===== src/rtl/chroma_upsampler.sv =====
// chroma_upsampler: takes one BxB chroma block per handshake and emits 1, 2 or 4 pixel-replicated BxB sub-blocks.
// Ports: clk/rst_n (async active-low); mode_in/ch_in/block_in/valid_in/in_ready input handshake;
//        block_out/ch_out/idx_out/last_out/valid_out/out_ready output handshake.
module chroma_upsampler #(
  parameter int PIX_W = 8,
  parameter int B = 8,
  parameter int CH = 2,
  localparam int CW = $clog2(CH + 1)
) (
  input  logic                                  clk,
  input  logic                                  rst_n,
  input  logic [1:0]                            mode_in,
  input  logic [CW-1:0]                         ch_in,
  input  logic                                  valid_in,
  output logic                                  in_ready,
  input  logic signed [B-1:0][B-1:0][PIX_W-1:0] block_in,
  output logic                                  valid_out,
  input  logic                                  out_ready,
  output logic signed [B-1:0][B-1:0][PIX_W-1:0] block_out,
  output logic [CW-1:0]                         ch_out,
  output logic [1:0]                            idx_out,
  output logic                                  last_out
);
  localparam int H = B / 2;
  localparam int RW = $clog2(B);
  typedef enum logic {IDLE, EMIT} state_t;
  state_t st, st_nx;
  logic [B-1:0][B-1:0][PIX_W-1:0] blk;
  logic [1:0] mode, k, k_nx, kmax;
  logic [CW-1:0] ch;
  logic accept, take, hx, vx, kv;
  logic [RW-1:0] ri [B];
  logic [RW-1:0] ci [B];
  always_ff @(posedge clk or negedge rst_n)
    if (!rst_n) begin
      st <= IDLE;
      k <= '0;
      blk <= '0;
      mode <= '0;
      ch <= '0;
    end else begin
      st <= st_nx;
      k <= k_nx;
      if (accept) begin
        blk <= block_in;
        mode <= mode_in;
        ch <= ch_in;
      end
    end
  always_comb begin
    accept = valid_in & in_ready;
    take = valid_out & out_ready;
    st_nx = accept ? EMIT : (take & last_out) ? IDLE : st;
    k_nx = (accept | (take & last_out)) ? 2'd0 : take ? k + 2'd1 : k;
  end
  always_comb begin
    kmax = (mode == 2'b00) ? 2'd0 : (mode == 2'b10) ? 2'd3 : 2'd1;
    valid_out = (st == EMIT);
    last_out = valid_out & (k == kmax);
    in_ready = !valid_out | (last_out & out_ready);
    idx_out = k;
    ch_out = ch;
  end
  // Horizontal doubling for H2V1/H2V2, vertical for H2V2/H1V2; in H2V2 k[1] picks the lower half.
  assign hx = mode[0] ^ mode[1];
  assign vx = mode[1];
  assign kv = (mode == 2'b10) ? k[1] : k[0];
  for (genvar i = 0; i < B; i++) begin : g_idx
    assign ri[i] = vx ? RW'(kv ? H + i / 2 : i / 2) : RW'(i);
    assign ci[i] = hx ? RW'(k[0] ? H + i / 2 : i / 2) : RW'(i);
  end
  for (genvar r = 0; r < B; r++) begin : g_r
    for (genvar c = 0; c < B; c++) begin : g_c
      assign block_out[r][c] = blk[ri[r]][ci[c]];
    end
  end
endmodule


===== config.mk =====
export PLATFORM = sky130hd
export DESIGN_NAME = chroma_upsampler
export DESIGN_NICKNAME = d
export VERILOG_FILES = /design/src/rtl/chroma_upsampler.sv
export SDC_FILE = /design/constraint.sdc
export NUM_CORES = 2
export LEC_CHECK = 0
export BUFFER_PORTS_ARGS = -buffer_cell sky130_fd_sc_hd__buf_4
export CAP_MARGIN = 20
export CORE_AREA = 2 2 399 401
export DETAILED_ROUTE_END_ITERATION = 12
export DIE_AREA = 0 0 401 403
export PLACE_DENSITY_LB_ADDON = 0.25
export SLEW_MARGIN = 20
export SYNTH_ARGS = -nofsm -noshare
export SYNTH_HDL_FRONTEND = slang
export SYNTH_SLANG_ARGS = --single-unit

===== constraint.sdc =====
create_clock -name clk -period 5.2 [get_ports clk]
set_input_delay 1.04 -clock clk [delete_from_list [all_inputs] [get_ports clk]]
set_output_delay 1.04 -clock clk [all_outputs]
set_load 0.01 [all_outputs]

# After elaboration in Yosys (flattened, before gate mapping)
# Cells that the tools add are included.
# W data, S select, Z words.
[classes] n_addsub=1 order_cmp=16 eq_ne=2 mux=175 bitwise_logic=8 reduce_logical=4
[op_table] cell="$bmux W64 S3" n=8
[op_table] cell="$bmux W8 S3" n=64
[op_table] cell="$mux W64" n=8
[op_table] cell="$mux W8" n=64
[op_table] cell="$mux W3" n=24
[op_table] cell="$lt A3 B4 Y1 const B" n=16
[op_table] cell="$mux W2" n=4
[op_table] cell="$and A1 B1 Y1" n=5
[op_table] cell="$reduce_bool A2 Y1" n=2
[op_table] cell="$mux W1" n=3
[op_table] cell="$add A2 B1 Y2 const B" n=1
[op_table] cell="$eq A2 B2 Y1" n=1
[op_table] cell="$eq A2 B2 Y1 const B" n=1
[op_table] cell="$logic_not A2 Y1" n=1
[op_table] cell="$or A1 B1 Y1" n=2
[op_table] cell="$logic_not A1 Y1" n=1
[op_table] cell="$xor A1 B1 Y1" n=1
[totals] register_bits=519 output_inout_bits=519

# Logic depth before layout (Yosys ltp)
[depth] depth_word=10 ltp_mapped=14 mapped_depth_nobuf=7

# Worst setup path after synthesis
# OpenSTA, ideal clock, no wires.
[synth_timing] kind="flip-flop to output port" startpoint="register mode[1]" endpoint="output port block_out[498] in the netlist's numbering" arrival_ns=3.087 t_required_ns=4.160 slack_ns=1.073 stages_incl_launch_ff=14 n_path_buf=8 cell_sequence="dfrtp_1 buf_2 inv_2 clkbuf_1 clkbuf_1 clkbuf_1 ha_1 buf_2 inv_1 buf_2 clkbuf_1 clkbuf_1 nor2_1 a21oi_1"
[synth_rtl] item="start, declared" line_no="29" text="logic [1:0] mode, k, k_nx, kmax;"
[synth_rtl] item="start signal, assigned" line_no="46" text="mode <= mode_in;"
[synth_rtl] item="end, declared" line_no="19" text="output logic signed [B-1:0][B-1:0][PIX_W-1:0] block_out,"

==> results by group <==
Yosys
  • Async set-or-reset flop fraction in the synthesized netlist: 100.0%
  • Post-Syn Nets: 4441
  • Synth top area cells: dfrtp_1 (35%), mux2_2 (9.8%), mux2_1 (7.3%), mux2i_1 (6.5%), nand2_1 (4.8%)
  • Synthesized flop and latch total: 519
  • YS warnings: 0
  • Mapped Area: 36870 um^2
  • Synthesized instance count: 3918
  • Primary FF master, synth: dfrtp_1
  • Post-synth EDFFs: 0
  • Top cell type's share of synthesized area: 35.23%
  • Sequential fraction of the synthesis area: 35.23%
  • Post-Syn Area per Cell: 9.410 um^2
  • Count of cell types in the netlist: 66
  • Leading area contributor after synthesis: dfrtp_1

Final layout
  • Nets: 5340
  • Fill count: 16698
  • Share of layout cells above drive strength 1: 36.49%
  • Most frequent cells in the layout: buf_4 (1147), dfrtp_1 (517), nand2_1 (467)
  • Syn-to-layout area delta: 34.33%
  • Most common cell after layout, fill and taps aside: buf_4
  • Register area: 13000 um^2
  • Area of the multi-input gates: 22090 um^2

Detailed routing
  • Post-DRT Antenna Nets: 0
  • Vias per inst: 5.652
  • Residual DRC count: 0
  • Total number of vias: 39427
  • Final wirelength: 274.2 mm
  • First drt pass iteration count: 7
  • Routed length per instance: 39.31 um
  • DRT iter0 DRCs: 4590

Timing
  • Period utilization: 98.82%
  • Min Tclk post-route: 5139 ps
  • RSZ-0062 raised after global routing: false
  • Final TNS setup: 0 ps
  • Fin Clk Skew: 20.25 ps
  • Final hold vios: 0
  • # setup viols final: 0
  • Least-Margin Pin Slew: 1112 ps
  • Achievable Freq: 0.1946 GHz
  • Final setup margin: 61.23 ps
  • Pins Over Slew Limit: 0
  • Worst rel slew slack: 25.87%

Clock tree
  • Htree depth: 3
  • Clock transition at path regs: 60 ps
  • Root buffer cell: clkbuf_16
  • CTS tree: built
  • Worst skew pair latency: 700 ps
  • Largest buffer count on any clock path: 3
  • # clock sinks: 519
  • Inserted Clock Buffers: 73

Floorplanning
  • Initial Util: 23.41%
  • Top Ports: 1039
  • Die extent in y: 403 um
  • Core ar.: 157500 um^2
  • Die W: 401 um
  • Cell Rows: 146
  • Die area: 161600 um^2

Global routing
  • Vias in the first global route: 37896
  • Initial antenna violation count: 56
  • Grt peak-use layer: met2
  • Gr usage total: 32.61%
  • Met2 Use GR: 50.24%
  • Met3 Use GR: 9.802%
  • GR Util met1: 42.15%
  • Grt ovf: 0
  • Global-route wire length before repair: 358.4 mm
  • Largest net degree at the start of global routing: 161

Worst setup path
  • Crit path required time: 4160 ps
  • Crit-path max FO: 45
  • CP Capture Type: output pin
  • Arrival time worst endpoint: 4100 ps
  • CP Launch Type: register
  • R2R depth: 8
  • Critical path class: reg2out

Place
  • Hpwl dp: 219.0 mm
  • GPL Wtd Cong: 0.9552
  • Port bufs: 1038
  • Placement Setup Slack: 421.8 ps

Job
  • Max-cap viol count: 0

Hold path
  • HP Class: in2async

Status
  • Status: finished, final reports clean
[cells in the mapped netlist, types with 4 or more instances]
cell      count
mux2_2      320
nand3_1     124
a221oi_1     50
o22ai_1      19
clkbuf_1    145
inv_1        20
or3_1         8
a21boi_0     27
a221o_1      12
o22a_1       14
nor2_1      301
o211ai_1     91
or2_2        35
o21bai_1     43
dfrtp_1     519
mux4_2       60
a31oi_1      90
and3_1       73
nand2b_1     17
nand2_1     469
a311oi_1     16
o211a_1       5
o21a_1       10
buf_4        22
nor3_1       19
buf_1        31
mux2i_1     238
nand3b_1      4
buf_6        42
nor2b_1      22
o221ai_1     19
a211oi_1     49
mux2_1      240
a211o_1      31
buf_2       116
a22oi_1      29
a21o_1       67
a31o_2       36
a21oi_1     211
o21ai_0     237
[worst max-delay path, cell delays in order (launching register included)]
cell and delay [ps]:
dfrtp_1 380, inv_1 160, ha_2 340, mux2i_4 350
buf_12 160, buf_12 250, buf_4 290, nand2_1 80
nand3_1 220, nor2_1 150, nor3_1 700, buf_4 250
[layer usage]
layer / vias to the layer above / part of all wire, %
met1: 20306 / 41
met3: 419 / 9.5
met4: 18 / 4.8
met5: - / 0.038
li1: 16345 / -
met2: 2339 / 44
[repair_timing]
action | 4_1_cts | 5_1_grt
resized for setup | 7 | 6
hold buffers | 0 | 0
endpoints found under the hold margin | 0 | 0
pin swaps | 0 | 1
buffers inserted | 2 | 0
endpoints found under the setup margin | 36 | 8
[layout make-up]
| class | count | area share [%] |
|---|---|---|
| Multi-Input combinational cell | 3022 | 44.61 |
| Sequential cell | 519 | 26.24 |
| Timing Repair Buffer | 1180 | 18.68 |
| Tap cell | 2072 | 5.235 |
| Clock buffer | 99 | 4.194 |
| Clock inverter | 29 | 0.6897 |
| Inverter | 21 | 0.1794 |
| Antenna cell | 34 | 0.1718 |
[per-stage QoR]
step	instance area, um^2	instances	hold WS (ps)	utilization (%)
2_1_floorplan	36870	3918	478.2	-
3_3_place_gp	46930	6812	490.0	29.81
3_5_place_dp	46930	6812	495.3	29.81
4_1_cts	49410	6942	406.7	31.38
5_1_grt	49480	6959	403.1	31.42
6_report	49520	6976	387.0	31.45
[sequential cells by signal, summed over array words and instances, names as in the netlist]
register,cells
idx_out,2
valid_out,1
ch_out,2
blk,512
mode,2
[worst paths after layout]
path / start / end / slack, ps
worst max register to register: mode[1]$_DFFE_PN0P_ / blk[74]$_DFFE_PN0P_ / 1710
worst min-delay path: rst_n / blk[216]$_DFFE_PN0P_ / 390
worst max-delay path: mode[0]$_DFFE_PN0P_ / block_out[162] / 60
min in group clk: blk[440]$_DFFE_PN0P_ / blk[440]$_DFFE_PN0P_ / 510
worst min register to register: blk[440]$_DFFE_PN0P_ / blk[440]$_DFFE_PN0P_ / 510
max in group asynchronous: rst_n / blk[86]$_DFFE_PN0P_ / 3590
[kinds of logic after synthesis]
| family | synth area share [%] |
|---|---|
| mux | 27.41 |
| buf+inv | 5.311 |
| compound gates | 19.16 |
| flops | 35.23 |
| simple gates | 12.74 |
| fa+ha+maj | 0.1018 |
| xor+xnor | 0.04752 |
Power is left out: the tool's default activity adds up to more than one toggle a clock period on the data nets, which glitch-free logic cannot reach.
